File: src/rtl/sdram_pkg.sv
// Shared definitions for the SDRAM behavioural model: command encodings,
// mode-register field positions, violation codes and read-pipeline types.
package sdram_pkg;

    typedef enum logic [2:0] {
        CmdLoadMode  = 3'b000,
        CmdRefresh   = 3'b001,
        CmdPrecharge = 3'b010,
        CmdActive    = 3'b011,
        CmdWrite     = 3'b100,
        CmdRead      = 3'b101,
        CmdBurstTerm = 3'b110,
        CmdNop       = 3'b111
    } sdram_cmd_e;

    typedef enum logic {
        BankIdle,
        BankActive
    } bank_state_e;

    localparam int unsigned ModeBlLsb = 0;
    localparam int unsigned ModeBlMsb = 2;
    localparam int unsigned ModeClLsb = 4;
    localparam int unsigned ModeClMsb = 6;
    localparam int unsigned MaxCl     = 3;

    typedef logic [2:0] err_code_t;

    localparam err_code_t ErrNone       = 3'd0;
    localparam err_code_t ErrIdleBank   = 3'd1;
    localparam err_code_t ErrBankActive = 3'd2;
    localparam err_code_t ErrTrcd       = 3'd3;
    localparam err_code_t ErrNotIdle    = 3'd4;
    localparam err_code_t ErrNoMode     = 3'd5;
    localparam err_code_t ErrBadMode    = 3'd6;

    typedef struct packed {
        logic        vld;
        logic [15:0] data;
    } rd_slot_t;

    // Anything other than CL=3 falls back to CL=2.
    function automatic int unsigned cas_latency(input logic [12:0] mode);
        return (mode[ModeClMsb:ModeClLsb] == 3'd3) ? 3 : 2;
    endfunction

    function automatic logic mode_supported(input logic [12:0] mode);
        logic [2:0] cl;
        logic [2:0] bl;
        cl = mode[ModeClMsb:ModeClLsb];
        bl = mode[ModeBlMsb:ModeBlLsb];
        return ((cl == 3'd2) || (cl == 3'd3)) && (bl == 3'd0);
    endfunction

endpackage

File: src/rtl/sdram_model_bank.sv
// One SDRAM bank: IDLE/ACTIVE state, open-row latch and, with
// SDRAM_MODEL_CHECK_EN defined, an ACTIVE-to-access (tRCD) countdown.
module sdram_model_bank
    import sdram_pkg::*;
#(
    parameter int unsigned TRCD = 2
) (
    input  logic        clk,
    input  logic        reset,
    input  logic        act,
    input  logic        pre,
    input  logic [12:0] row_in,
    output logic        active,
    output logic [12:0] row,
    output logic        trcd_ok
);

    bank_state_e state_q, state_d;
    logic [12:0] row_q;
    logic        open_row;

    // An ACTIVE to an already open bank must not move the row.
    assign open_row = act && (state_q == BankIdle);

    always_ff @(posedge clk or posedge reset) begin
        if (reset) begin
            state_q <= BankIdle;
        end else begin
            state_q <= state_d;
        end
    end

    always_comb begin
        state_d = state_q;
        unique case (state_q)
            BankIdle:   if (act) state_d = BankActive;
            BankActive: if (pre) state_d = BankIdle;
            default:    state_d = BankIdle;
        endcase
    end

    always_ff @(posedge clk or posedge reset) begin
        if (reset) begin
            row_q <= '0;
        end else if (open_row) begin
            row_q <= row_in;
        end
    end

    assign active = (state_q == BankActive);
    assign row    = row_q;

`ifdef SDRAM_MODEL_CHECK_EN
    localparam int unsigned CntW     = (TRCD > 1) ? $clog2(TRCD) : 1;
    localparam int unsigned TrcdLoad = (TRCD > 0) ? TRCD - 1 : 0;

    logic [CntW-1:0] trcd_q;

    always_ff @(posedge clk or posedge reset) begin
        if (reset) begin
            trcd_q <= '0;
        end else if (open_row) begin
            trcd_q <= CntW'(TrcdLoad);
        end else if (trcd_q != '0) begin
            trcd_q <= trcd_q - CntW'(1);
        end
    end

    assign trcd_ok = (trcd_q == '0);
`else
    assign trcd_ok = 1'b1;
`endif

endmodule

File: config.mk
export PLATFORM = sky130hd
export DESIGN_NAME = sdram_model_bank
export DESIGN_NICKNAME = d
export VERILOG_FILES = /design/src/rtl/sdram_pkg.sv /design/src/rtl/sdram_model_bank.sv
export SDC_FILE = /design/constraint.sdc
export NUM_CORES = 1
export LEC_CHECK = 0
export BUFFER_PORTS_ARGS = -buffer_cell sky130_fd_sc_hd__buf_2
export CORE_MARGIN = 2
export CORE_UTILIZATION = 44
export CTS_CLUSTER_SIZE = 8
export DETAILED_ROUTE_END_ITERATION = 8
export GPL_TIMING_DRIVEN = 0
export PLACE_DENSITY = 0.79
export SYNTH_ARGS = -nofsm -noshare
export SYNTH_HDL_FRONTEND = slang
export SYNTH_SLANG_ARGS = --single-unit
File: constraint.sdc
create_clock -name clk -period 2.5 [get_ports clk]
set_input_delay 0.25 -clock clk [delete_from_list [all_inputs] [get_ports clk]]
set_output_delay 0.25 -clock clk [all_outputs]
set_load 0.01 [all_outputs]
==> impl_metrics.env <==
export IMPL_first_pass_iters=2
export IMPL_fillers=115
export IMPL_wl_per_cell_um=12.2
export IMPL_track_usage=0.154
export IMPL_place_congestion=0.580
export IMPL_die_w_um=40.8
export IMPL_fin_nets=88
export IMPL_core_area_um2=1280
export IMPL_endpoint_kind="flop"
export IMPL_cts_buffer_depth=2
export IMPL_status="finished, final reports clean"
export IMPL_synth_cell_type_count=10
export IMPL_numCtsBuffers=3
export IMPL_fin_tns_setup_ns=0
export IMPL_layout_drive_gt1_share=0.729
export IMPL_layout_common_cells="buf_2 (30), dfrtp_1 (14), mux2_4 (9), mux2_2 (4), clkbuf_4 (3)"
export IMPL_clk_pin_slew_ns=0.08
export IMPL_hold_class="input port to flop"
export IMPL_overflow=0
export IMPL_seq_area_frac_synth=0.588
export IMPL_syn_area_um2=596
export IMPL_fin_skew_ns=0.00252
export IMPL_insertion_delay_ns=0.27
export IMPL_root_buffer="clkbuf_4"
export IMPL_critPathLaunch="active"
export IMPL_drt_iter0_drc=1
export IMPL_max_slew_worst_pin_slew_ns=0.499
export IMPL_ios=32
export IMPL_grt_max_degree=15
export IMPL_final_common_cell="buf_2"
export IMPL_routed_wl_um=1040
export IMPL_cp_max_fo=10
export IMPL_crit_type="flop to flop"
export IMPL_finalHoldViolCount=0
export IMPL_n_antenna_cell=0
export IMPL_timing_final_ws_setup_ns=1.24
export IMPL_cts_setup_buffers=0
export IMPL_ir_worst_vdd_v=0.000366
export IMPL_max_freq_mhz=796
export IMPL_clock_sinks=14
export IMPL_rsz0062_at_grt="no"
export IMPL_worstPathArrival_ns=1.41
export IMPL_rows=13
export IMPL_worstPathRequired_ns=2.66
export IMPL_min_period_over_period=0.502
export IMPL_dpl_hpwl_um=789
export IMPL_cts_tree="done"
export IMPL_ctsResizeCount=0
export IMPL_leakage_nw=0.432
export IMPL_die_area_um2=1660
export IMPL_start_util=0.463
export IMPL_vias=374
export IMPL_min_from="row_in[3]"
export IMPL_drv_cap=0
export IMPL_vias_per_cell=4.40
export IMPL_syn_to_final_growth_pct=36.1
export IMPL_fin_crit_ns=1.26
export IMPL_relSlewSlack=0.667
export IMPL_cp_start_kind="flop"
export IMPL_portBuffers=30
export IMPL_dp_slack_ns=1.24
export IMPL_grt_pass1_wl_um=1570
export IMPL_synth_cells=35
export IMPL_yosys_register_bits=14
export IMPL_grt_pass1_vias=370
export IMPL_postRouteAntennaNets=0
export IMPL_dieHeight_um=40.8
export IMPL_drv_slew=0
export IMPL_drc=0
export IMPL_finalSetupViolations=0
export IMPL_syn_nets=52
export IMPL_r2r_start="active"
export IMPL_h_tree_depth=1
export IMPL_power_density_nw_per_um2=800
export IMPL_antenna_found_initial=0
export IMPL_ys_warn_count=0
export IMPL_avgSynthCellArea_um2=17.0
[where the power goes]
| group | switching [mW] | internal [mW] |
|---|---|---|
| Sequential | 0.0248 | 0.276 |
| Combinational | 0.0765 | 0.115 |
| Clock | 0.0677 | 0.0884 |
| Total | 0.169 | 0.480 |
[worst paths after layout]
kind | endpoint | slack (ns) | cells past startpoint
worst min register to register | row[7] | 0.51 | 1
worst min-delay path | row[3] | 0.20 | 2
min in group asynchronous | row[7] | 0.55 | 3
worst max register to register | row[9] | 1.24 | 4
worst max-delay path | row[9] | 1.24 | 4
max in group asynchronous | row[11] | 1.61 | 3
[worst max-delay path, cell delays in order, from the launching register on]
cell and delay (ns):
dfrtp_1 0.39, nor2b_1 0.16, buf_6 0.15, buf_12 0.14, mux2_4 0.30
[per-layer routing]
| layer | GRT usage | share of wire | wire length [um] |
|---|---|---|---|
| met3 | 0.0326 | 0.076 | 79 |
| met5 | 0 | 0 | 0 |
| met2 | 0.262 | 0.50 | 519 |
| met4 | 0.100 | 0.0077 | 8 |
| met1 | 0.172 | 0.42 | 433 |
[final cells by class]
| class | instances | area, um^2 | share of cell area |
|---|---|---|---|
| sequential | 14 | 350 | 0.432 |
| multi-input combinational | 16 | 199 | 0.245 |
| timing repair buffer | 31 | 160 | 0.198 |
| buffer | 3 | 38.8 | 0.0478 |
| clock buffer | 4 | 36.3 | 0.0448 |
| tap | 15 | 18.8 | 0.0231 |
| inverter | 2 | 7.51 | 0.00926 |
[cells in the mapped netlist]
library cell	n	area, um^2
a21o_2	1	8.76
buf_12	1	20.0
buf_4	1	7.51
buf_6	1	11.3
conb_1	1	3.75
dfrtp_1	14	350
inv_1	2	7.51
mux2_2	4	45.0
mux2_4	9	135
nor2b_1	1	6.26
[per-stage QoR]
stage | power, mW | util | instances | hold WS, ns | instance area [um^2]
floorplan | 0.425 | - | 35 | 0.139 | 596
global placement | 0.492 | 0.595 | 80 | 0.303 | 764
detailed placement | 0.499 | 0.595 | 80 | 0.305 | 764
CTS | 0.658 | 0.631 | 85 | 0.194 | 811
global route | 0.691 | 0.631 | 85 | 0.186 | 811
finish | 0.649 | 0.631 | 85 | 0.202 | 811
[cells by family (layout without fill, tap and decap cells)]
kind of cell	Yosys count	count (layout)	share of synthesized area
flops	14	14	0.588
other cells	1	1	0.00630
simple gates	1	1	0.0105
mux	13	13	0.303
compound gates	1	1	0.0147
buf+inv	5	40	0.0777
[sequential cells by signal, summed over array words and instances, names as in the netlist]
signal	flops
active	1
row	13
[timing repair]
action	in CTS	in global routing
endpoints found under the setup margin	0	0
hold endpoints to repair	6	0
hold buffers	1	0
Note: power is estimated with default switching activity, not from simulation.
